===== src/rtl/mult_div_unit.sv =====
// rtl/mult_div_unit.sv - iterative radix-2 multiply/divide engine producing HI/LO
//
// One radix-2 step per clock. A start edge (E0) latches the operands; the
// edge completing step SIZE (E(SIZE)) loads hiOut/loOut and pulses done.
//
// Optional feature macro: MULDIV_SIGNED_EN
//   defined   : signedOp port exists; signedOp=1 selects two's-complement ops
//   undefined : no signedOp port, all operations unsigned
//
// Ports:
//   clk       rising-edge clock
//   rst       asynchronous, active-high reset
//   start     request a new op (ignored while busy)
//   op        0 = multiply, 1 = divide
//   signedOp  0 = unsigned, 1 = signed (MULDIV_SIGNED_EN only)
//   operandA  multiplicand / dividend
//   operandB  multiplier / divisor
//   busy      high while iterating
//   done      one-cycle pulse, results valid
//   hiOut     multiply: upper product half; divide: remainder
//   loOut     multiply: lower product half; divide: quotient
//   divByZero high with done when a divide had operandB == 0

module mult_div_unit #(
  parameter int SIZE = 32
) (
  input  logic            clk,
  input  logic            rst,
  input  logic            start,
  input  logic            op,
`ifdef MULDIV_SIGNED_EN
  input  logic            signedOp,
`endif
  input  logic [SIZE-1:0] operandA,
  input  logic [SIZE-1:0] operandB,
  output logic            busy,
  output logic            done,
  output logic [SIZE-1:0] hiOut,
  output logic [SIZE-1:0] loOut,
  output logic            divByZero
);

  localparam int CW = $clog2(SIZE + 1);

  typedef enum logic [1:0] {IDLE, RUN, DONE} state_t;

  state_t          state;
  logic [CW-1:0]   count;
  logic            op_r;
  logic            dz_r;       // divide with a zero divisor
  logic            res_neg_r;  // negate product (mul) or quotient (div)
  logic            rem_neg_r;  // negate remainder (div only)
  logic [SIZE-1:0] m_r;        // multiplicand (mul) or divisor (div)
  logic [SIZE-1:0] acc_hi;     // product high half (mul) or partial remainder (div)
  logic [SIZE-1:0] acc_lo;     // multiplier/product low (mul) or dividend/quotient (div)

  // Signed-mode request, tied low when the feature is compiled out
  logic sgn;
`ifdef MULDIV_SIGNED_EN
  assign sgn = signedOp;
`else
  assign sgn = 1'b0;
`endif

  // Operand magnitudes taken at E0; the most negative value maps onto its
  // own bit pattern, which is the correct unsigned magnitude.
  logic            a_neg, b_neg;
  logic [SIZE-1:0] a_mag, b_mag;

  always_comb begin
    a_neg = sgn & operandA[SIZE-1];
    b_neg = sgn & operandB[SIZE-1];
    a_mag = a_neg ? (~operandA + SIZE'(1)) : operandA;
    b_mag = b_neg ? (~operandB + SIZE'(1)) : operandB;
  end

  // One iteration step of the shared datapath
  logic [SIZE:0]   mul_sum;
  logic [SIZE:0]   div_shift;
  logic [SIZE:0]   div_trial;
  logic            div_ok;
  logic [SIZE-1:0] step_hi, step_lo;

  always_comb begin
    // Shift-add: add multiplicand when the current multiplier LSB is set,
    // then shift {carry, hi, lo} right by one.
    mul_sum   = {1'b0, acc_hi} + (acc_lo[0] ? {1'b0, m_r} : {(SIZE+1){1'b0}});
    // Restoring: shift the next dividend bit into the remainder, try to
    // subtract; the borrow bit decides the quotient bit. A zero divisor
    // always succeeds, giving an all-ones quotient and remainder == dividend.
    div_shift = {acc_hi, acc_lo[SIZE-1]};
    div_trial = div_shift - {1'b0, m_r};
    div_ok    = ~div_trial[SIZE];
    if (!op_r) begin
      step_hi = mul_sum[SIZE:1];
      step_lo = {mul_sum[0], acc_lo[SIZE-1:1]};
    end else begin
      step_hi = div_ok ? div_trial[SIZE-1:0] : div_shift[SIZE-1:0];
      step_lo = {acc_lo[SIZE-2:0], div_ok};
    end
  end

  // Sign correction applied to the final step's result
  logic [2*SIZE-1:0] prod_fix;
  logic [SIZE-1:0]   res_hi, res_lo;

  always_comb begin
    prod_fix = res_neg_r ? (~{step_hi, step_lo} + (2*SIZE)'(1)) : {step_hi, step_lo};
    if (!op_r) begin
      res_hi = prod_fix[2*SIZE-1:SIZE];
      res_lo = prod_fix[SIZE-1:0];
    end else begin
      res_hi = rem_neg_r ? (~step_hi + SIZE'(1)) : step_hi;
      res_lo = res_neg_r ? (~step_lo + SIZE'(1)) : step_lo;
    end
  end

  always_ff @(posedge clk or posedge rst) begin
    if (rst) begin
      state     <= IDLE;
      count     <= '0;
      op_r      <= 1'b0;
      dz_r      <= 1'b0;
      res_neg_r <= 1'b0;
      rem_neg_r <= 1'b0;
      m_r       <= '0;
      acc_hi    <= '0;
      acc_lo    <= '0;
      busy      <= 1'b0;
      done      <= 1'b0;
      divByZero <= 1'b0;
      hiOut     <= '0;
      loOut     <= '0;
    end else begin
      case (state)
        IDLE, DONE: begin
          done      <= 1'b0;
          divByZero <= 1'b0;
          if (start) begin
            op_r   <= op;
            dz_r   <= op & (operandB == '0);
            m_r    <= op ? b_mag : a_mag;
            acc_hi <= '0;
            acc_lo <= op ? a_mag : b_mag;
            // Divide by zero keeps the raw all-ones quotient; the remainder
            // correction restores the original dividend bits.
            res_neg_r <= (a_neg ^ b_neg) & ~(op & (operandB == '0));
            rem_neg_r <= op & a_neg;
            count  <= '0;
            busy   <= 1'b1;
            state  <= RUN;
          end else begin
            state <= IDLE;
          end
        end
        RUN: begin
          acc_hi <= step_hi;
          acc_lo <= step_lo;
          count  <= count + CW'(1);
          if (count == CW'(SIZE - 1)) begin
            hiOut     <= res_hi;
            loOut     <= res_lo;
            done      <= 1'b1;
            divByZero <= dz_r;
            busy      <= 1'b0;
            state     <= DONE;
          end
        end
        default: begin
          state <= IDLE;
          busy  <= 1'b0;
          done  <= 1'b0;
        end
      endcase
    end
  end

endmodule


===== config.mk =====
export PLATFORM = sky130hd
export DESIGN_NAME = mult_div_unit
export DESIGN_NICKNAME = d
export VERILOG_FILES = /design/src/rtl/mult_div_unit.sv
export SDC_FILE = /design/constraint.sdc
export NUM_CORES = 1
export LEC_CHECK = 0
export ABC_CLOCK_PERIOD_IN_PS = 11700
export CAP_MARGIN = 25
export CORE_ASPECT_RATIO = 1.75
export CORE_MARGIN = 5
export CORE_UTILIZATION = 35
export CTS_CLUSTER_SIZE = 8
export DETAILED_ROUTE_END_ITERATION = 7
export PLACE_DENSITY = 0.62
export SLEW_MARGIN = 20
export SYNTH_ARGS = -nofsm -noshare
export SYNTH_HDL_FRONTEND = slang
export SYNTH_SLANG_ARGS = --single-unit
export TNS_END_PERCENT = 30

===== constraint.sdc =====
create_clock -name clk -period 11.7 [get_ports clk]
set_input_delay 3.51 -clock clk [delete_from_list [all_inputs] [get_ports clk]]
set_output_delay 3.51 -clock clk [all_outputs]
set_load 0.01 [all_outputs]

==> flow_summary_export.csv <==
group,metric,value,unit
status,status,"complete, no violations",
final_layout,layout_common_cells,"dfrtp_1 (171), clkdlybuf4s50_1 (133), mux2i_1 (122)",
yosys,synth_top_family_by_area,"compound AO/OA/AOI/OAI gates",
timing,hold_viol,0,
yosys,syn-num-nets,1435,
setup_path,cp_max_fo,3,
yosys,yosys_register_bits,172,
clocking,clk_pin_slew,0.07,ns
pwr,leakagePower,6.17,nW
clocking,cts_tree,"done",
timing,finalWorstSetupSlack,6.50,ns
placed_design,io_buffers,134,
clocking,clk_path_buf_depth,2,
yosys,syn_inst,1300,
placed_design,dp.final_hpwl,27000,um
setup_path,worstPathRequired,12.07,ns
grt,grt_pass1_vias,10600,
run,cap_violations,0,
clocking,post_cts_buffers,0,
route,wl_per_cell,19.5,um
yosys,ys_warn_count,0,
floorplanning,start_util,35.1,%
grt,antenna_found_initial,0,
setup_path,path_class,"in2reg",
yosys,synth-async-reset-ratio,100,%
timing,setup_viol,0,
floorplanning,die_y,253,um
final_layout,diodes,0,
clocking,numCtsBuffers,17,
pwr,p_per_area,294,nW/um^2
timing,final_max_slew_viol_count,0,
yosys,synth_compound_area_share,22.3,%
timing,finalClockSkew,0.00827,ns
clocking,root_buffer,"clkbuf_16",
yosys,ys_seq_area_share,36.6,%
timing,period_minus_slack,5.20,ns
setup_path,start_kind,"input port",
route,viasPerCell,5.53,
grt,grt_pass1_wl,57400,um
yosys,synth_xor_area_share,3.65,%
route,drt-pass1-iter-count,7,
grt,grt_start_max_net_pins,86,
setup_path,slowest_delay,0.83,ns
route,final_antenna_net_count,0,
timing,tightestPinTransition,1.02,ns
final_layout,synthToLayoutAreaGrowth,20.5,%
clocking,clock_latency,0.46,ns
clocking,clock-sinks,172,
grt,grt_use_total,19.3,%
floorplanning,fp-row-count,89,
yosys,yosys.area_share.simple,13.7,%
yosys,synthAdderAreaFrac,7.25,%
final_layout,final_common_cell,"dfrtp_1",
route,vias,10300,
floorplanning,fp.dieArea,37500,um^2
final_layout,final_nets,1526,
route,routed_wl,36200,um
grt,grt-ovfl-total,0,
floorplanning,core,33500,um^2
yosys,synthesis.area,11800,um^2
timing,post-route-period-util,44.4,%
placed_design,gp_congestion,0.912,
timing,max_freq,192,MHz
route,drt_iter0_markers,554,
setup_path,path_cells,"clkdlybuf4s50_1, nor4_1, nand4_1, nor4_1, nand4_1, o21ai_0",
yosys,synth_flop_cell,"dfrtp_1",
clocking,cts_hold_buf,0,
floorplanning,io_pins,135,
placed_design,pre_cts_ws,5.95,ns
yosys,synth_edf_count,0,
setup_path,cp_data_arrival_time,5.57,ns
yosys,synth.avg_cell_area,9.05,um^2
setup_path,cpMaxStageDelayCell,"nor4_1",
yosys,yosysUniqueCellTypes,72,
timing,rsz0062_at_grt,"no",
setup_path,end_kind,"flop",
pwr,report.power.total,0.00417,W
floorplanning,fp.dieW,149,um
timing,fin_tns_setup,0,ns
yosys,synth_mux_area_share,12.5,%
clocking,h-tree-depth,4,
pwr,irDropWorstVdd,0.124,mV
final_layout,drive_above_1_share,6.70,%
min_path,min_path_type,"reg2reg",
route,drc,0,
timing,max_slew_margin,32.1,%
clocking,cts_resized,0,
## critical path, delay by kind of cell
kind	cells	cell delay, ns
AOI/OAI and AO/OA	1	0.18
buffers and inverters	1	0.45
and+or+nand+nor	4	1.44
## where the power goes
group | total (W) | switching [W] | internal (W)
combinational | 0.00245 | 0.00138 | 0.00107
sequential | 0.00108 | 0.000238 | 0.000839
clock | 0.000641 | 0.000272 | 0.000368
## per-stage QoR
| stage | hold WS (ns) | util, % | area, um^2 | instances |
|---|---|---|---|---|
| 6_report | 0.479 | 42.3 | 14200 | 1859 |
| 5_1_grt | 0.509 | 42.3 | 14200 | 1859 |
| 4_1_cts | 0.492 | 42.2 | 14100 | 1857 |
| 3_5_place_dp | 0.475 | 40.3 | 13500 | 1825 |
| 3_3_place_gp | 0.467 | 40.3 | 13500 | 1824 |
| 2_1_floorplan | 0.450 | - | 11800 | 1300 |
## per-layer routing
metal / global-route usage [%] / vias up / wire (um)
met1: 21.7 / 5029 / 14100
met2: 35.1 / 263 / 19000
met3: 3.39 / 72 / 1670
li1: - / 4911 / -
met4: 8.77 / 0 / 1520
met5: 0 / - / 0
## cell type report
cell class	count	area, um^2
repair buffers	147	1460
fillers	3328	19300
clock buffers	18	439
well taps	455	569
multi-input cells	1005	7020
inverters	48	185
flip-flops and latches	172	4310
clock inverters	14	205
## final timing paths
kind | cells past startpoint | endpoint | from | slack, ns
max reg2reg | 13 | acc_hi[11] | acc_lo[31] | 6.99
min | 2 | hiOut[12] | hiOut[12] | 0.48
max in group asynchronous | 3 | op_r | rst | 6.93
min reg2reg | 2 | hiOut[12] | hiOut[12] | 0.48
min in group asynchronous | 2 | hiOut[2] | rst | 3.47
max | 6 | dz_r | operandB[3] | 6.50
## state kept, by name, indices dropped and copies added, names as in the netlist
| signal | count |
|---|---|
| count | 6 |
| op_r | 1 |
| busy | 1 |
| loOut | 32 |
| divByZero | 1 |
| state | 1 |
| done | 1 |
| m_r | 32 |
| acc_lo | 32 |
| acc_hi | 32 |
| hiOut | 32 |
| dz_r | 1 |
## synthesized netlist by cell type (5+ instances only)
| master | number | area share, % |
|---|---|---|
| a31oi_1 | 8 | 0.43 |
| o21ai_0 | 112 | 4.8 |
| inv_1 | 47 | 1.5 |
| nand4_1 | 8 | 0.43 |
| dfrtp_1 | 172 | 37 |
| nand3_1 | 19 | 0.81 |
| and2_1 | 36 | 1.9 |
| a21oi_1 | 108 | 4.6 |
| o31ai_1 | 8 | 0.51 |
| mux2i_1 | 122 | 10 |
| a211oi_1 | 12 | 0.77 |
| clkbuf_1 | 56 | 1.8 |
| o21ai_1 | 8 | 0.34 |
| xor2_1 | 17 | 1.3 |
| ha_1 | 65 | 6.9 |
| or3_1 | 5 | 0.27 |
| nand2_1 | 116 | 3.7 |
| a22o_1 | 22 | 1.6 |
| o21a_1 | 7 | 0.45 |
| nor3_1 | 12 | 0.51 |
| nor2_1 | 82 | 2.6 |
| o21bai_1 | 9 | 0.57 |
| a211o_1 | 5 | 0.37 |
| o211ai_1 | 36 | 2.3 |
| buf_1 | 13 | 0.41 |
| xnor2_1 | 32 | 2.4 |
| nor2b_1 | 11 | 0.58 |
| a21o_1 | 28 | 1.8 |
| nand2b_1 | 9 | 0.48 |
| and3_1 | 16 | 0.85 |
| nor4_1 | 8 | 0.43 |
| mux2_2 | 22 | 2.1 |
## kinds of logic after synthesis
logic type                 after synthesis
AOI/OAI and AO/OA                      406
xor gates and xnor gates                49
adders and majority gates               67
buffers and inverters                  123
DFF                                    172
muxes                                  144
and+or+nand+nor                        339
Power figures use the tool's default switching activity.
